## config.mk

```make
export PLATFORM = sky130hd
export DESIGN_NAME = user_write_arbiter_flat
export DESIGN_NICKNAME = d
export VERILOG_FILES = /design/src/rtl/user_write_arbiter_if.sv /design/src/rtl/user_write_arbiter.sv /design/src/flat_wrapper.sv
export SDC_FILE = /design/constraint.sdc
export NUM_CORES = 1
export LEC_CHECK = 0
export ABC_CLOCK_PERIOD_IN_PS = 5760
export CAP_MARGIN = 20
export CORE_MARGIN = 5
export CORE_UTILIZATION = 30
export CTS_CLUSTER_DIAMETER = 50
export DETAILED_ROUTE_END_ITERATION = 8
export DONT_BUFFER_PORTS = 1
export GPL_TIMING_DRIVEN = 1
export HOLD_SLACK_MARGIN = 0.12
export PLACE_DENSITY = 0.41
export SETUP_SLACK_MARGIN = 0.05
export SYNTH_ARGS = -nofsm -noshare
export SYNTH_HDL_FRONTEND = slang
export SYNTH_SLANG_ARGS = --single-unit
```

## constraint.sdc

```tcl
create_clock -name clk -period 5.76 [get_ports clk]
set_input_delay 0.576 -clock clk [delete_from_list [all_inputs] [get_ports clk]]
set_output_delay 0.576 -clock clk [all_outputs]
set_load 0.03 [all_outputs]
```

## src/rtl/user_write_arbiter_if.sv

```systemverilog
// ----------------------------------------------------------------------------
// user_write_arbiter_if
//
// Purpose:
//   Bundles the request side, the forwarded-write side and the access-denied
//   reporting signals of the user write arbiter into one interface.
//
// Parameters:
//   ID_W    requester ID width; NUM_USERS = 2**ID_W
//   DATA_W  write data width
//   CNT_W   width of the saturating deny counter
//
// Signals:
//   req_valid    NUM_USERS         per-requester write request
//   req_data     NUM_USERS*DATA_W  packed data; user i at [i*DATA_W +: DATA_W]
//   req_ready    NUM_USERS         one-hot accept from the arbiter
//   out_valid    1                 forwarded write valid
//   out_ready    1                 downstream accept
//   out_usr_id   ID_W              ID of the forwarded write
//   out_data     DATA_W            forwarded write data
//   deny_pulse   1                 one-cycle strobe per denied request
//   deny_usr_id  ID_W              ID of the last denied request
//   deny_count   CNT_W             saturating count of denied requests
//
// Modports:
//   slave   the arbiter itself (serves the requesters, drives the outputs)
//   master  the surrounding environment (requesters plus downstream sink)
// ----------------------------------------------------------------------------
interface user_write_arbiter_if #(
    parameter int ID_W   = 2,
    parameter int DATA_W = 8,
    parameter int CNT_W  = 8
);
    localparam int NUM_USERS = 2 ** ID_W;

    logic [NUM_USERS-1:0]        req_valid;
    logic [NUM_USERS*DATA_W-1:0] req_data;
    logic [NUM_USERS-1:0]        req_ready;

    logic                        out_valid;
    logic                        out_ready;
    logic [ID_W-1:0]             out_usr_id;
    logic [DATA_W-1:0]           out_data;

    logic                        deny_pulse;
    logic [ID_W-1:0]             deny_usr_id;
    logic [CNT_W-1:0]            deny_count;

    modport slave (
        input  req_valid,
        input  req_data,
        output req_ready,
        output out_valid,
        input  out_ready,
        output out_usr_id,
        output out_data,
        output deny_pulse,
        output deny_usr_id,
        output deny_count
    );

    modport master (
        output req_valid,
        output req_data,
        input  req_ready,
        input  out_valid,
        output out_ready,
        input  out_usr_id,
        input  out_data,
        input  deny_pulse,
        input  deny_usr_id,
        input  deny_count
    );
endinterface

```

## src/rtl/user_write_arbiter.sv

```systemverilog
// ----------------------------------------------------------------------------
// user_write_arbiter
//
// Purpose:
//   Upstream feeder for the user-locked register stage. Collects write
//   requests from NUM_USERS requesters and accepts one at a time in
//   round-robin order. A request from ALLOWED_ID is forwarded over a
//   valid/ready port to the locked register; a request from any other ID is
//   consumed, dropped and reported as an access-denied event, so the
//   downstream register only ever sees the permitted ID.
//
// Parameters:
//   ID_W        requester ID width; NUM_USERS = 2**ID_W
//   DATA_W      write data width
//   ALLOWED_ID  the only ID whose writes are forwarded
//   CNT_W       width of the saturating deny counter
//
// Ports:
//   clk   in   clock, all logic on the rising edge
//   rst   in   synchronous, active-high reset
//   bus   slave side of user_write_arbiter_if:
//           req_valid/req_data in, req_ready out (combinational, one-hot)
//           out_valid/out_usr_id/out_data out, out_ready in
//           deny_pulse/deny_usr_id/deny_count out
//
// Operation:
//   IDLE  : pick the first requester at or after ptr, accept it this cycle,
//           capture its data and move to ISSUE (allowed) or DENY (other).
//   ISSUE : hold the forwarded write until the downstream accepts it.
//   DENY  : one-cycle deny strobe, then back to IDLE.
//   A request therefore occupies at least two cycles.
// ----------------------------------------------------------------------------
module user_write_arbiter #(
    parameter int ID_W       = 2,
    parameter int DATA_W     = 8,
    parameter int ALLOWED_ID = 2,
    parameter int CNT_W      = 8
) (
    input  logic                 clk,
    input  logic                 rst,
    user_write_arbiter_if.slave  bus
);
    localparam int              NUM_USERS = 2 ** ID_W;
    localparam logic [ID_W-1:0] ALLOWED   = ID_W'(ALLOWED_ID);
    localparam logic [CNT_W-1:0] CNT_MAX  = {CNT_W{1'b1}};
    localparam logic [NUM_USERS-1:0] ONE_HOT_BASE = {{(NUM_USERS-1){1'b0}}, 1'b1};

    typedef enum logic [1:0] {
        IDLE  = 2'd0,
        ISSUE = 2'd1,
        DENY  = 2'd2
    } state_t;

    state_t              state;
    logic [ID_W-1:0]     ptr;

    logic                grant_any;
    logic [ID_W-1:0]     grant_id;
    logic [DATA_W-1:0]   grant_data;
    logic [NUM_USERS-1:0] grant_onehot;

    logic                out_valid_q;
    logic [ID_W-1:0]     out_usr_id_q;
    logic [DATA_W-1:0]   out_data_q;
    logic                deny_pulse_q;
    logic [ID_W-1:0]     deny_usr_id_q;
    logic [CNT_W-1:0]    deny_count_q;

    // Round-robin search. Because NUM_USERS is a power of two, adding the
    // offset to ptr in ID_W bits wraps naturally, which gives the modulo
    // walk ptr, ptr+1, ... without any explicit compare.
    always_comb begin
        grant_any = 1'b0;
        grant_id  = ptr;
        for (int k = 0; k < NUM_USERS; k++) begin
            if (!grant_any && bus.req_valid[ptr + ID_W'(k)]) begin
                grant_any = 1'b1;
                grant_id  = ptr + ID_W'(k);
            end
        end
    end

    assign grant_data = bus.req_data[int'(grant_id) * DATA_W +: DATA_W];

    // Accept is only offered while idle and out of reset, so a requester can
    // never see a handshake for a transaction that reset would throw away.
    always_comb begin
        grant_onehot = '0;
        if (!rst && (state == IDLE) && grant_any) begin
            grant_onehot = ONE_HOT_BASE << grant_id;
        end
    end

    // Main FSM with all outputs registered. deny_pulse defaults low every
    // cycle so it can only be high in the single DENY cycle. out_data,
    // out_usr_id and deny_usr_id keep their last value when not refreshed.
    always_ff @(posedge clk) begin
        if (rst) begin
            state         <= IDLE;
            ptr           <= '0;
            out_valid_q   <= 1'b0;
            out_usr_id_q  <= '0;
            out_data_q    <= '0;
            deny_pulse_q  <= 1'b0;
            deny_usr_id_q <= '0;
            deny_count_q  <= '0;
        end else begin
            deny_pulse_q <= 1'b0;
            case (state)
                IDLE: begin
                    if (grant_any) begin
                        ptr <= grant_id + ID_W'(1);
                        if (grant_id == ALLOWED) begin
                            state        <= ISSUE;
                            out_valid_q  <= 1'b1;
                            out_usr_id_q <= grant_id;
                            out_data_q   <= grant_data;
                        end else begin
                            state         <= DENY;
                            deny_pulse_q  <= 1'b1;
                            deny_usr_id_q <= grant_id;
                            if (deny_count_q != CNT_MAX) begin
                                deny_count_q <= deny_count_q + CNT_W'(1);
                            end
                        end
                    end
                end

                ISSUE: begin
                    if (bus.out_ready) begin
                        state       <= IDLE;
                        out_valid_q <= 1'b0;
                    end
                end

                DENY: begin
                    state <= IDLE;
                end

                default: begin
                    state       <= IDLE;
                    out_valid_q <= 1'b0;
                end
            endcase
        end
    end

    assign bus.req_ready   = grant_onehot;
    assign bus.out_valid   = out_valid_q;
    assign bus.out_usr_id  = out_usr_id_q;
    assign bus.out_data    = out_data_q;
    assign bus.deny_pulse  = deny_pulse_q;
    assign bus.deny_usr_id = deny_usr_id_q;
    assign bus.deny_count  = deny_count_q;

    // Structural invariants of the accept and output sequencing.
    a_ready_onehot: assert property (@(posedge clk) disable iff (rst)
        $onehot0(bus.req_ready));

    a_ready_idle_only: assert property (@(posedge clk) disable iff (rst)
        (state != IDLE) |-> (bus.req_ready == '0));

    a_valid_in_issue: assert property (@(posedge clk) disable iff (rst)
        bus.out_valid == (state == ISSUE));

    a_deny_in_deny: assert property (@(posedge clk) disable iff (rst)
        bus.deny_pulse == (state == DENY));

    a_forward_id: assert property (@(posedge clk) disable iff (rst)
        bus.out_valid |-> (bus.out_usr_id == ALLOWED));

endmodule
```

## src/flat_wrapper.sv

```systemverilog
// flat-port wrapper written by rule: the top's interface ports become plain ports
module user_write_arbiter_flat 
#(
    parameter int ID_W       = 2,
    parameter int DATA_W     = 8,
    parameter int ALLOWED_ID = 2,
    parameter int CNT_W      = 8
)
  (clk, rst, bus_req_valid, bus_req_data, bus_req_ready, bus_out_valid, bus_out_ready, bus_out_usr_id, bus_out_data, bus_deny_pulse, bus_deny_usr_id, bus_deny_count);
  user_write_arbiter_if #(.ID_W(ID_W), .DATA_W(DATA_W), .CNT_W(CNT_W)) bus_i ();
  input  logic clk;
  input  logic rst;
  input wire logic [$bits(bus_i.req_valid)-1:0] bus_req_valid;
  input wire logic [$bits(bus_i.req_data)-1:0] bus_req_data;
  output wire logic [$bits(bus_i.req_ready)-1:0] bus_req_ready;
  output wire logic [$bits(bus_i.out_valid)-1:0] bus_out_valid;
  input wire logic [$bits(bus_i.out_ready)-1:0] bus_out_ready;
  output wire logic [$bits(bus_i.out_usr_id)-1:0] bus_out_usr_id;
  output wire logic [$bits(bus_i.out_data)-1:0] bus_out_data;
  output wire logic [$bits(bus_i.deny_pulse)-1:0] bus_deny_pulse;
  output wire logic [$bits(bus_i.deny_usr_id)-1:0] bus_deny_usr_id;
  output wire logic [$bits(bus_i.deny_count)-1:0] bus_deny_count;
  assign bus_i.req_valid = bus_req_valid;
  assign bus_i.req_data = bus_req_data;
  assign bus_req_ready = bus_i.req_ready;
  assign bus_out_valid = bus_i.out_valid;
  assign bus_i.out_ready = bus_out_ready;
  assign bus_out_usr_id = bus_i.out_usr_id;
  assign bus_out_data = bus_i.out_data;
  assign bus_deny_pulse = bus_i.deny_pulse;
  assign bus_deny_usr_id = bus_i.deny_usr_id;
  assign bus_deny_count = bus_i.deny_count;
  user_write_arbiter #(.ID_W(ID_W), .DATA_W(DATA_W), .ALLOWED_ID(ALLOWED_ID), .CNT_W(CNT_W)) u_core (.clk(clk), .rst(rst), .bus(bus_i));
endmodule
```

==> results.md <==
* Outcome: finished, final reports clean
* CP Launch Type: flop
* Critical-path top delay cell: nor2_1
* Rel. slew slack at 60.9%
* P per Cell Area at 437 nW/um^2
* Placed cell areas at 1520 um^2
* Total track usage at 11.3%
* Final period utilization at 55.5%
* Initial DRC count at 70
* Chip height at 80.2 um
* Pre-CTS setup slack at 2.70 ns
* Min-Delay Path Depth at 1
* Overflow after GRT at 0
* Critical path class: reg -> out
* Die Wd at 80.2 um
* Synth warn at 0
* CTS buffer count at 3
* RSZ-0062 raised after global routing: false
* H-Tree Depth at 1
* Share of layout cells above drive strength 1 at approximately 14%
* RR Startpoint: u_core.ptr[1]$_SDFFE_PP0P_
* Worst setup EP type: primary output
* Mean post-synth cell area at 9.41 um^2
* HPWL after detailed placement at around 2700 um
* Antenna violations before repair at 0
* Syn Nets at 201
* Reg2reg path depth at 9
* Setup Buffers After CTS at 0
* IO buf count at 0
* Yosys cell types at 34
* Clock-pin slew on the worst setup and hold paths at 0.09 ns
* Worst Clk Skew at 0.00330 ns
* Max Buffers Root-to-Sink at 2
* GPL Wtd Cong at 0.717
* # diodes at 0
* Num Clock Sinks at 26
* Mean routed wirelength per cell at approximately 16 um
* Setup TNS at 0 ns
* Final setup violation count at 0
* Leakage power at 0.538 nW
* Mapped Cells at 157
* Worst slew pin tran at 0.584 ns
* Layout net count at 198
* Row count at 25
* # DRC at 0
* Inst Count DP at 216
* Initial core utilization at 31.1%
* R2R setup slack at 2.92 ns
* Req. time, crit path at a little over 5 ns
* Sequential area share after synthesis at 35.2%
* Post-Syn Area at 1480 um^2
* CTS Hold Buffers Added at 0
* Total number of vias at 1142
* Max_cap viols at 0
* Drt via density at 5.19
* FF+latch count, synth at 26
* CTS tree: yes
* Hold path endpoint: u_core.bus.out_usr_id[1]$_SDFFE_PP0P_
* Final Cell Area at between 1500 and 2000 um^2
* WL final at 3560 um
* Min Tclk post-route at 3.19 ns
* HP Class: in -> reg
* First drt pass iteration count at 4
* Data arrival time of the critical path at between 2 and 3 ns
* Crit path launch: u_core.ptr[1]$_SDFFE_PP0P_
* Worst r2r dst: u_core.bus.deny_count[6]$_SDFFE_PP0P_
* Crit-path max FO at 21
* Core area at 4750 um^2
* Max Transition Viols Final at 0
* Vias in the first global route at roughly 1100
* Area delta synth->final at 7.54%
* First-pass GRT wire length at about 5600 um
* Final std cells w/o fill at 220
* # fillers at 492
* Worst-skew pair later-pin latency at 0.27 ns
* Final hold viol count at 0
* Critical Path Max Stage Delay at 0.57 ns
* Resized cells post-CTS at 0
* Fmax at 313 MHz
* Largest net degree at the start of global routing at 31
* Clock root buffer: clkbuf_8
* Die Footprint at about 6400 um^2
* Remaining antenna violation count after routing at 0
* Worst vdd ir at 0.134 mV
* Worst Setup Slack, final at 2.57 ns
* # IOs at 65
* Critical path, cell by cell: or2_0 > a21oi_1 > o21ai_2 > buf_4 > ha_1 > nand2_1 > nor2_1
* Hold Path Origin: rst
==> per-layer routing <==
layer | up-vias | global-route usage [%] | part of all wire (%)
met5 | - | 0 | 0
met2 | 43 | 19.8 | 48
met3 | 6 | 3.48 | 8.7
li1 | 556 | - | -
met4 | 0 | 4.39 | 2.0
met1 | 537 | 12.8 | 41
==> cell usage after synthesis (all sizes together) <==
| library cell | count | area, um^2 |
|---|---|---|
| dfxtp | 26 | 521 |
| mux2i | 19 | 190 |
| nor2 | 16 | 60.1 |
| nand2 | 12 | 45.0 |
| a21oi | 9 | 45.0 |
| nand3b | 8 | 60.1 |
| o221ai | 8 | 120 |
| xnor2 | 6 | 52.6 |
| buf | 5 | 40.0 |
| ha | 5 | 62.6 |
| nand3 | 5 | 25.0 |
| nor3 | 5 | 30.0 |
| o21ai | 5 | 25.0 |
| clkbuf | 4 | 15.0 |
| inv | 4 | 15.0 |
| and2 | 3 | 18.8 |
| nor4 | 3 | 46.3 |
| or3 | 3 | 18.8 |
| nor2b | 2 | 12.5 |
| a211oi | 1 | 7.51 |
| a21o | 1 | 7.51 |
| nand2b | 1 | 6.26 |
| nand4 | 1 | 6.26 |
| nor3b | 1 | 7.51 |
| nor4b | 1 | 15.0 |
| o221a | 1 | 11.3 |
| or2 | 1 | 6.26 |
| or4 | 1 | 7.51 |
==> stage by stage <==
step	hold slack (ns)	util, %	power, mW
floorplan	0.473	-	0.513
global placement	0.492	31.9	0.542
detailed placement	0.502	31.9	0.547
CTS	0.352	33.4	0.703
global route	0.346	33.4	0.743
finish	0.363	33.4	0.694
==> worst max-delay path, delay by kind of cell, from the launching register on <==
| kind | cells | cell delay, ns |
|---|---|---|
| adder cells (fa/ha/maj) | 1 | 0.30 |
| AND/OR/NAND/NOR | 3 | 1.07 |
| AO/OA/AOI/OAI | 2 | 0.18 |
| flip-flops | 1 | 0.45 |
| buffers and inverters | 1 | 0.33 |
==> state kept, by name (all words and copies together) (netlist names) <==
signal                  flops
u_core.bus.deny_count       8
u_core.bus.out_data         8
u_core.bus.deny_usr_id      2
u_core.bus.out_usr_id       2
u_core.ptr                  2
u_core.state                2
u_core.bus.deny_pulse       1
u_core.bus.out_valid        1
==> worst max path at each step <==
| stage | endpoint | slack [ns] | cells past startpoint |
|---|---|---|---|
| global placement | bus_req_ready[2] | 2.72 | 7 |
| floorplan | bus_req_ready[2] | 3.03 | 8 |
| detailed placement | bus_req_ready[2] | 2.70 | 7 |
| global route | bus_req_ready[2] | 2.35 | 7 |
| finish | bus_req_ready[2] | 2.57 | 7 |
| CTS | bus_req_ready[2] | 2.54 | 7 |
==> placed cells by master (no fill, tap or decap) <==
cell type	n
nor3_2	1
a211oi_1	1
nand4_1	1
o21ai_2	1
or3_1	3
nor3_1	4
dfxtp_1	26
ha_1	5
xnor2_1	6
a21o_1	1
nand3b_1	8
bufinv_16	1
o221ai_2	8
mux2i_1	19
nor4_4	1
inv_2	2
nor2b_1	2
or2_0	1
clkbuf_8	3
a21oi_1	9
o221a_2	1
and2_1	3
nand2_1	12
inv_1	2
nor3b_1	1
nand2b_1	1
nor4_2	2
or4_1	1
nor2_1	16
nor4b_2	1
o21ai_0	2
o21ai_1	2
nand3_1	5
buf_4	1
==> where the power goes <==
group          switching (mW)  internal [mW]
Sequential             0.0964          0.219
Clock                  0.0609         0.0930
Combinational           0.136         0.0894
==> logic make-up after synthesis <==
kind of cell,Yosys count,share of synthesized area (%)
and+or+nand+nor,63,24.7
DFF,26,35.2
AOI/OAI and AO/OA,25,14.6
muxes,19,12.9
buffers and inverters,13,4.74
xor gates and xnor gates,6,3.56
adders and majority gates,5,4.23
==> final cells by class <==
cell class,instances,area (um^2),share of cell area (%)
Timing Repair Buffer,1,7.51,0.472
Inverter,4,15.0,0.945
Tap cell,67,83.8,5.28
Clock inverter,1,30.0,1.89
Clock buffer,3,41.3,2.60
Sequential cell,26,520,32.8
Multi-Input combinational cell,118,891,56.1
Note: power is estimated with default switching activity, not from simulation.
